===== src/rtl/ksa_sub_pipe.sv =====
// ksa_sub_pipe: three-stage pipelined Kogge-Stone subtractor.
// Computes D = A - B - Bi as A + ~B + ~Bi through a radix-2 parallel-prefix
// carry network, with borrow-out and signed-overflow flags. The prefix
// levels are split across stages 2 and 3. A single global advance signal
// moves every stage at once, and valid/ready handshakes sit on both sides.
module ksa_sub_pipe #(
  parameter int N = 16
) (
  input  logic         clk,
  input  logic         rst_n,
  input  logic         in_valid,
  output logic         in_ready,
  input  logic [N-1:0] A,
  input  logic [N-1:0] B,
  input  logic         Bi,
  output logic         out_valid,
  input  logic         out_ready,
  output logic [N-1:0] D,
  output logic         Bo,
  output logic         V
);

  // Prefix depth. Stage 2 takes the first ceil(L/2) levels and stage 3
  // takes the rest. Stage 3 always gets at least one level for N >= 8.
  localparam int L      = $clog2(N);
  localparam int L_S2   = (L + 1) / 2;
  localparam int D_LAST = 1 << (L - 1);

  // Group generate/propagate vectors carried between prefix levels.
  typedef struct packed {
    logic [N-1:0] g;
    logic [N-1:0] p;
  } gp_t;

  // One Kogge-Stone level k (span 2^(k-1)): every bit combines with the
  // bit one span below it. Bits below the span pass through unchanged.
  function automatic gp_t ks_level(input gp_t x, input int k);
    gp_t y;
    int  span;
    span = 1 << (k - 1);
    y    = x;
    for (int i = 0; i < N; i++) begin
      if (i >= span) begin
        y.g[i] = x.g[i] | (x.p[i] & x.g[i-span]);
        y.p[i] = x.p[i] & x.p[i-span];
      end
    end
    return y;
  endfunction

  // ---------------------------------------------------------------------
  // Pipeline state
  // ---------------------------------------------------------------------
  // Stage 1: bitwise generate/propagate of A + ~B, carry-in, operand sign bits.
  logic         v1_q,  v1_d;
  logic [N-1:0] g1_q,  g1_d;
  logic [N-1:0] p1_q,  p1_d;
  logic         c1_q,  c1_d;
  logic         am1_q, am1_d;
  logic         bm1_q, bm1_d;

  // Stage 2: partially resolved group G/P, plus the values the sum needs.
  logic         v2_q,  v2_d;
  gp_t          gp2_q, gp2_d;
  logic [N-1:0] p2_q,  p2_d;
  logic         c2_q,  c2_d;
  logic         am2_q, am2_d;
  logic         bm2_q, bm2_d;

  // Stage 3: final result registers, which drive the outputs directly.
  logic         v3_q,  v3_d;
  logic [N-1:0] d3_q,  d3_d;
  logic         bo3_q, bo3_d;
  logic         ov3_q, ov3_d;

  logic         adv;

  // ---------------------------------------------------------------------
  // Datapath combinational logic
  // ---------------------------------------------------------------------
  gp_t          s2_gp;
  gp_t          s3_gp;
  logic [N-1:0] s3_g;
  logic [N-1:0] s3_carry;
  logic [N-1:0] s3_sum;
  logic         s3_bo;
  logic         s3_ov;

  // Stage-2 network: fold the carry-in into bit 0, then run the first
  // ceil(L/2) levels. After that fold, G[i] is the carry out of bit i.
  always_comb begin
    s2_gp      = '{g: g1_q, p: p1_q};
    s2_gp.g[0] = g1_q[0] | (p1_q[0] & c1_q);
    for (int k = 1; k <= L_S2; k++) begin
      s2_gp = ks_level(s2_gp, k);
    end
  end

  // Stage-3 network: remaining levels, then the sum XOR and the flags.
  // The last level only needs G, so it is written out inline.
  always_comb begin
    s3_gp = gp2_q;
    for (int k = L_S2 + 1; k < L; k++) begin
      s3_gp = ks_level(s3_gp, k);
    end
    s3_g = s3_gp.g;
    for (int i = D_LAST; i < N; i++) begin
      s3_g[i] = s3_gp.g[i] | (s3_gp.p[i] & s3_gp.g[i-D_LAST]);
    end
    s3_carry = {s3_g[N-2:0], c2_q};
    s3_sum   = p2_q ^ s3_carry;
    s3_bo    = ~s3_g[N-1];
    s3_ov    = (am2_q ^ bm2_q) & (am2_q ^ s3_sum[N-1]);
  end

  // ---------------------------------------------------------------------
  // Global advance and next-state selection
  // ---------------------------------------------------------------------
  assign adv      = ~v3_q | out_ready;
  assign in_ready = adv;

  // Every stage loads its upstream value on advance and holds otherwise.
  always_comb begin
    // NOTE: each _d gets a hold value before the conditional load, so no
    // path leaves a combinational output unassigned and no latch is inferred.
    v1_d  = v1_q;  g1_d  = g1_q;  p1_d  = p1_q;  c1_d  = c1_q;
    am1_d = am1_q; bm1_d = bm1_q;
    v2_d  = v2_q;  gp2_d = gp2_q; p2_d  = p2_q;  c2_d  = c2_q;
    am2_d = am2_q; bm2_d = bm2_q;
    v3_d  = v3_q;  d3_d  = d3_q;  bo3_d = bo3_q; ov3_d = ov3_q;
    if (adv) begin
      v1_d  = in_valid;
      g1_d  = A & ~B;
      p1_d  = A ^ ~B;
      c1_d  = ~Bi;
      am1_d = A[N-1];
      bm1_d = B[N-1];

      v2_d  = v1_q;
      gp2_d = s2_gp;
      p2_d  = p1_q;
      c2_d  = c1_q;
      am2_d = am1_q;
      bm2_d = bm1_q;

      v3_d  = v2_q;
      d3_d  = s3_sum;
      bo3_d = s3_bo;
      ov3_d = s3_ov;
    end
  end

  // Pipeline registers with asynchronous clear of valid bits and data.
  always_ff @(posedge clk or negedge rst_n) begin
    // NOTE: data registers are cleared along with the valid bits so that
    // D/Bo/V read as zero during and right after reset. These are plain
    // flops, not a memory array, so the clear costs no RAM inference.
    if (!rst_n) begin
      v1_q  <= 1'b0; g1_q  <= '0; p1_q  <= '0; c1_q  <= 1'b0;
      am1_q <= 1'b0; bm1_q <= 1'b0;
      v2_q  <= 1'b0; gp2_q <= '0; p2_q  <= '0; c2_q  <= 1'b0;
      am2_q <= 1'b0; bm2_q <= 1'b0;
      v3_q  <= 1'b0; d3_q  <= '0; bo3_q <= 1'b0; ov3_q <= 1'b0;
    end else begin
      // NOTE: non-blocking updates let every stage sample the pre-edge
      // value of the stage before it, which is what makes this a shift.
      v1_q  <= v1_d;  g1_q  <= g1_d;  p1_q  <= p1_d;  c1_q  <= c1_d;
      am1_q <= am1_d; bm1_q <= bm1_d;
      v2_q  <= v2_d;  gp2_q <= gp2_d; p2_q  <= p2_d;  c2_q  <= c2_d;
      am2_q <= am2_d; bm2_q <= bm2_d;
      v3_q  <= v3_d;  d3_q  <= d3_d;  bo3_q <= bo3_d; ov3_q <= ov3_d;
    end
  end

  assign out_valid = v3_q;
  assign D         = d3_q;
  assign Bo        = bo3_q;
  assign V         = ov3_q;

endmodule


===== config.mk =====
export PLATFORM = sky130hd
export DESIGN_NAME = ksa_sub_pipe
export DESIGN_NICKNAME = d
export VERILOG_FILES = /design/src/rtl/ksa_sub_pipe.sv
export SDC_FILE = /design/constraint.sdc
export NUM_CORES = 1
export LEC_CHECK = 0
export ABC_AREA = 1
export ABC_CLOCK_PERIOD_IN_PS = 1100
export BUFFER_PORTS_ARGS = -buffer_cell sky130_fd_sc_hd__buf_2
export CAP_MARGIN = 0
export CORE_ASPECT_RATIO = 0.7
export CORE_MARGIN = 2
export CORE_UTILIZATION = 52
export DETAILED_ROUTE_END_ITERATION = 10
export GPL_ROUTABILITY_DRIVEN = 0
export HOLD_SLACK_MARGIN = 0.15
export PLACE_DENSITY = 0.87
export SYNTH_ARGS = -nofsm -noshare
export SYNTH_HDL_FRONTEND = slang
export SYNTH_SLANG_ARGS = --single-unit

===== constraint.sdc =====
create_clock -name clk -period 1.1 [get_ports clk]
set_input_delay 0.055 -clock clk [delete_from_list [all_inputs] [get_ports clk]]
set_output_delay 0.055 -clock clk [all_outputs]
set_load 0.01 [all_outputs]

==> results.cfg <==
[status]
status = finished with violations
violations = setup timing

[synthesis]
synthCells = 515
ys_ff_latch = 103
synth_top_family_by_area = simple AND/OR/NAND/NOR gates
synth_area_leader_cell = dfrtp_1
synthMuxAreaShare_pct = 0
synth-xor-area-share_pct = 1.54
ys_types = 24
synth_nets = 568
synthAdderAreaFrac_pct = 4.39
avgSynthCellArea_um2 = 8.86
synth_compound_area_share_pct = 13.6
netlist_top_cells_area = dfrtp_1 (57%), nand2_1 (13%), inv_1 (4.9%)
syn_area_um2 = 4560
synth-simple-area-share_pct = 16.9
yosys_warnings = 0
synth_top_area_share_pct = 56.5
ys_seq_area_share_pct = 56.5

[drt]
drc_errors = 0
viasPerCell = 5.52
vias = 4206
dr.pass1.iters = 7
drtIter0Drc = 485
drtAntennaViolNets = 0
wire_per_inst_um = 16.8
totalWireLength_um = 12800

[cells_and_area]
fin_cells = 762
n_antenna_cell = 0
final_common_cell = nand2_1
final_nets = 690
final_area_um2 = 6120
area_growth_pct = 34.3
most-common-layout-cells = nand2_1 (159), dfrtp_1 (103), inv_1 (59)
fill_cells = 568
layout-drive-gt1-share_pct = 19.9

[timing]
setup_viol_count_final = 104
max_slew_margin_pct = 76.0
final.min_clock_period_ps = 1380
setup_ws_ps = -282
clock.fmax_mhz = 724
fin_crit_sh_pct = 126
slew_violations = 0
worst_pin_slew_ps = 360
rsz0062_at_grt = yes
finClkSkew_ps = 7.42
finalHoldViolations = 0

[min_path]
hold_class = primary input to flip-flop
holdCritStartpoint = B[2]

[setup_path]
r2r-start = out_valid
critPathSlowestCell = dfrtp_1
worstSetupEndpointType = primary output
critical_path.most_common_cell = buf_6
crit_path_max_fanout = 3
crit_type = flip-flop to primary output
path_cells = inv_2, nor2_4, inv_6, buf_12, buf_6, buf_6
required_ps = 1040
cp-startpoint = out_valid
cp-start-kind = flip-flop
critPathMaxStageDelay_ps = 370
arrival_ps = 1330

[run]
drv_cap = 0

[global_route]
grt_start_max_net_pins = 49
overflow = 0
met2_usage_pct = 48.2
grt_use_met3_pct = 8.32
grt_pass1_wl_um = 20900
grt_pass1_vias = 4181
gr-max-usage-layer = met2
grt_usage_pct = 29.0
grtUsageMet1_pct = 38.0
antenna_found_initial = 0

[power]
power.leakage_nw = 3.08
ir_drop_mv = 1.11
power-per-cell-area_nw_per_um2 = 2330

[clocking]
cts_tree = built
clkTransAtPathRegs_ps = 70
worstSkewPairLatency_ps = 350
clock_path_buffers = 2
cts-root-buf = clkbuf_16
cts_buffers = 9
cts_htree_levels = 3
cts.sinks = 103

[placement]
dpl_cell_area_um2 = 5260
io_buffers = 56
place_hpwl_um = 7760
dp.cells = 704

[floorplan]
start_util_pct = 53.8
die_h_um = 82.4
dieWidth_um = 116
row_count = 28
core_area_um2 = 8480
io_pins = 57
dieArea_um2 = 9550
==> Yosys cell counts <==
cell type	count
inv_2	1
ha_1	16
buf_1	1
nor2_1	10
nand2_1	160
o21a_1	3
o21bai_1	1
or2_2	1
o21ai_1	26
xor2_1	3
nor2_4	1
a21oi_1	17
xnor2_1	5
o31ai_1	1
o22ai_1	5
o211ai_1	8
clkbuf_1	8
o21ai_0	40
a31oi_1	5
inv_1	60
nand3_1	23
o221ai_1	5
dfrtp_1	103
buf_2	12
==> per-stage QoR <==
step	util, %	hold WS, ps	setup TNS [ps]	setup WS, ps	total power [mW]
final	72.2	191	-17660	-282	14.3
after global placement	62.0	41.6	-5660	-122	9.95
after global routing	72.2	203	-24260	-331	15.0
after floorplan	-	-241	-6540	-106	8.28
after CTS	71.6	151	-15150	-271	13.9
after detailed placement	62.0	47.8	-10240	-195	10.2
==> final timing paths <==
kind                             end  slack, ps  cells past startpoint
setup / recovery            in_ready       -280                      6
hold / removal               g1_q[2]        190                      5
setup reg to reg                D[0]       -280                      6
hold reg to reg            out_valid        450                      2
max in group asynchronous   p2_q[15]        590                      3
min in group asynchronous    g1_q[0]        220                      3
==> final cells by class <==
cell class	count	area, um^2	share of cell area, %
multi-input cells	330	1700	27.8
clock buffers	11	243	3.96
well taps	120	150	2.45
flip-flops and latches	103	2580	42.1
inverters	61	234	3.82
repair buffers	132	1160	18.9
clock inverters	5	56.3	0.919
==> critical path, delay by kind of cell, from the launching register on <==
kind,cells,cell delay [ps]
DFF,1,370
and+or+nand+nor,1,140
buffers and inverters,5,460
==> state kept, by name, summed over array words and instances, names as in the netlist, 15 cells and up <==
signal / cells
p1_q: 16
gp2_q: 29
D: 16
p2_q: 15
g1_q: 16
==> timing repair <==
action / CTS / global route
gates resized for setup: 21 / 12
endpoints found under the hold margin: 138 / 1
cloned: 3 / 0
buffers inserted: 6 / 1
pin swaps: 1 / 0
setup endpoints to repair: 102 / 104
hold buffers: 32 / 1
==> power by group <==
| group | internal, mW | switching [mW] | leakage (nW) |
|---|---|---|---|
| sequential | 5.01 | 0.920 | 1.28 |
| combinational | 2.30 | 2.78 | 1.65 |
| clock | 1.83 | 1.42 | 0.146 |
| total | 9.15 | 5.12 | 3.08 |
==> per-layer routing <==
metal  vias to the layer above  part of all wire [%]  wire length, um
li1                       1905                     -                -
met3                        31                   9.4             1200
met4                         0                   2.0              257
met1                      2004                    41             5290
met2                       266                    47             6090
met5                         -                     0                0
==> kinds of logic after synthesis <==
| group | after synthesis |
|---|---|
| AOI/OAI and AO/OA | 111 |
| xor gates and xnor gates | 8 |
| buffers and inverters | 82 |
| adders and majority gates | 16 |
| and+or+nand+nor | 195 |
| DFF | 103 |
No activity file was read; power rests on OpenSTA's default activity.
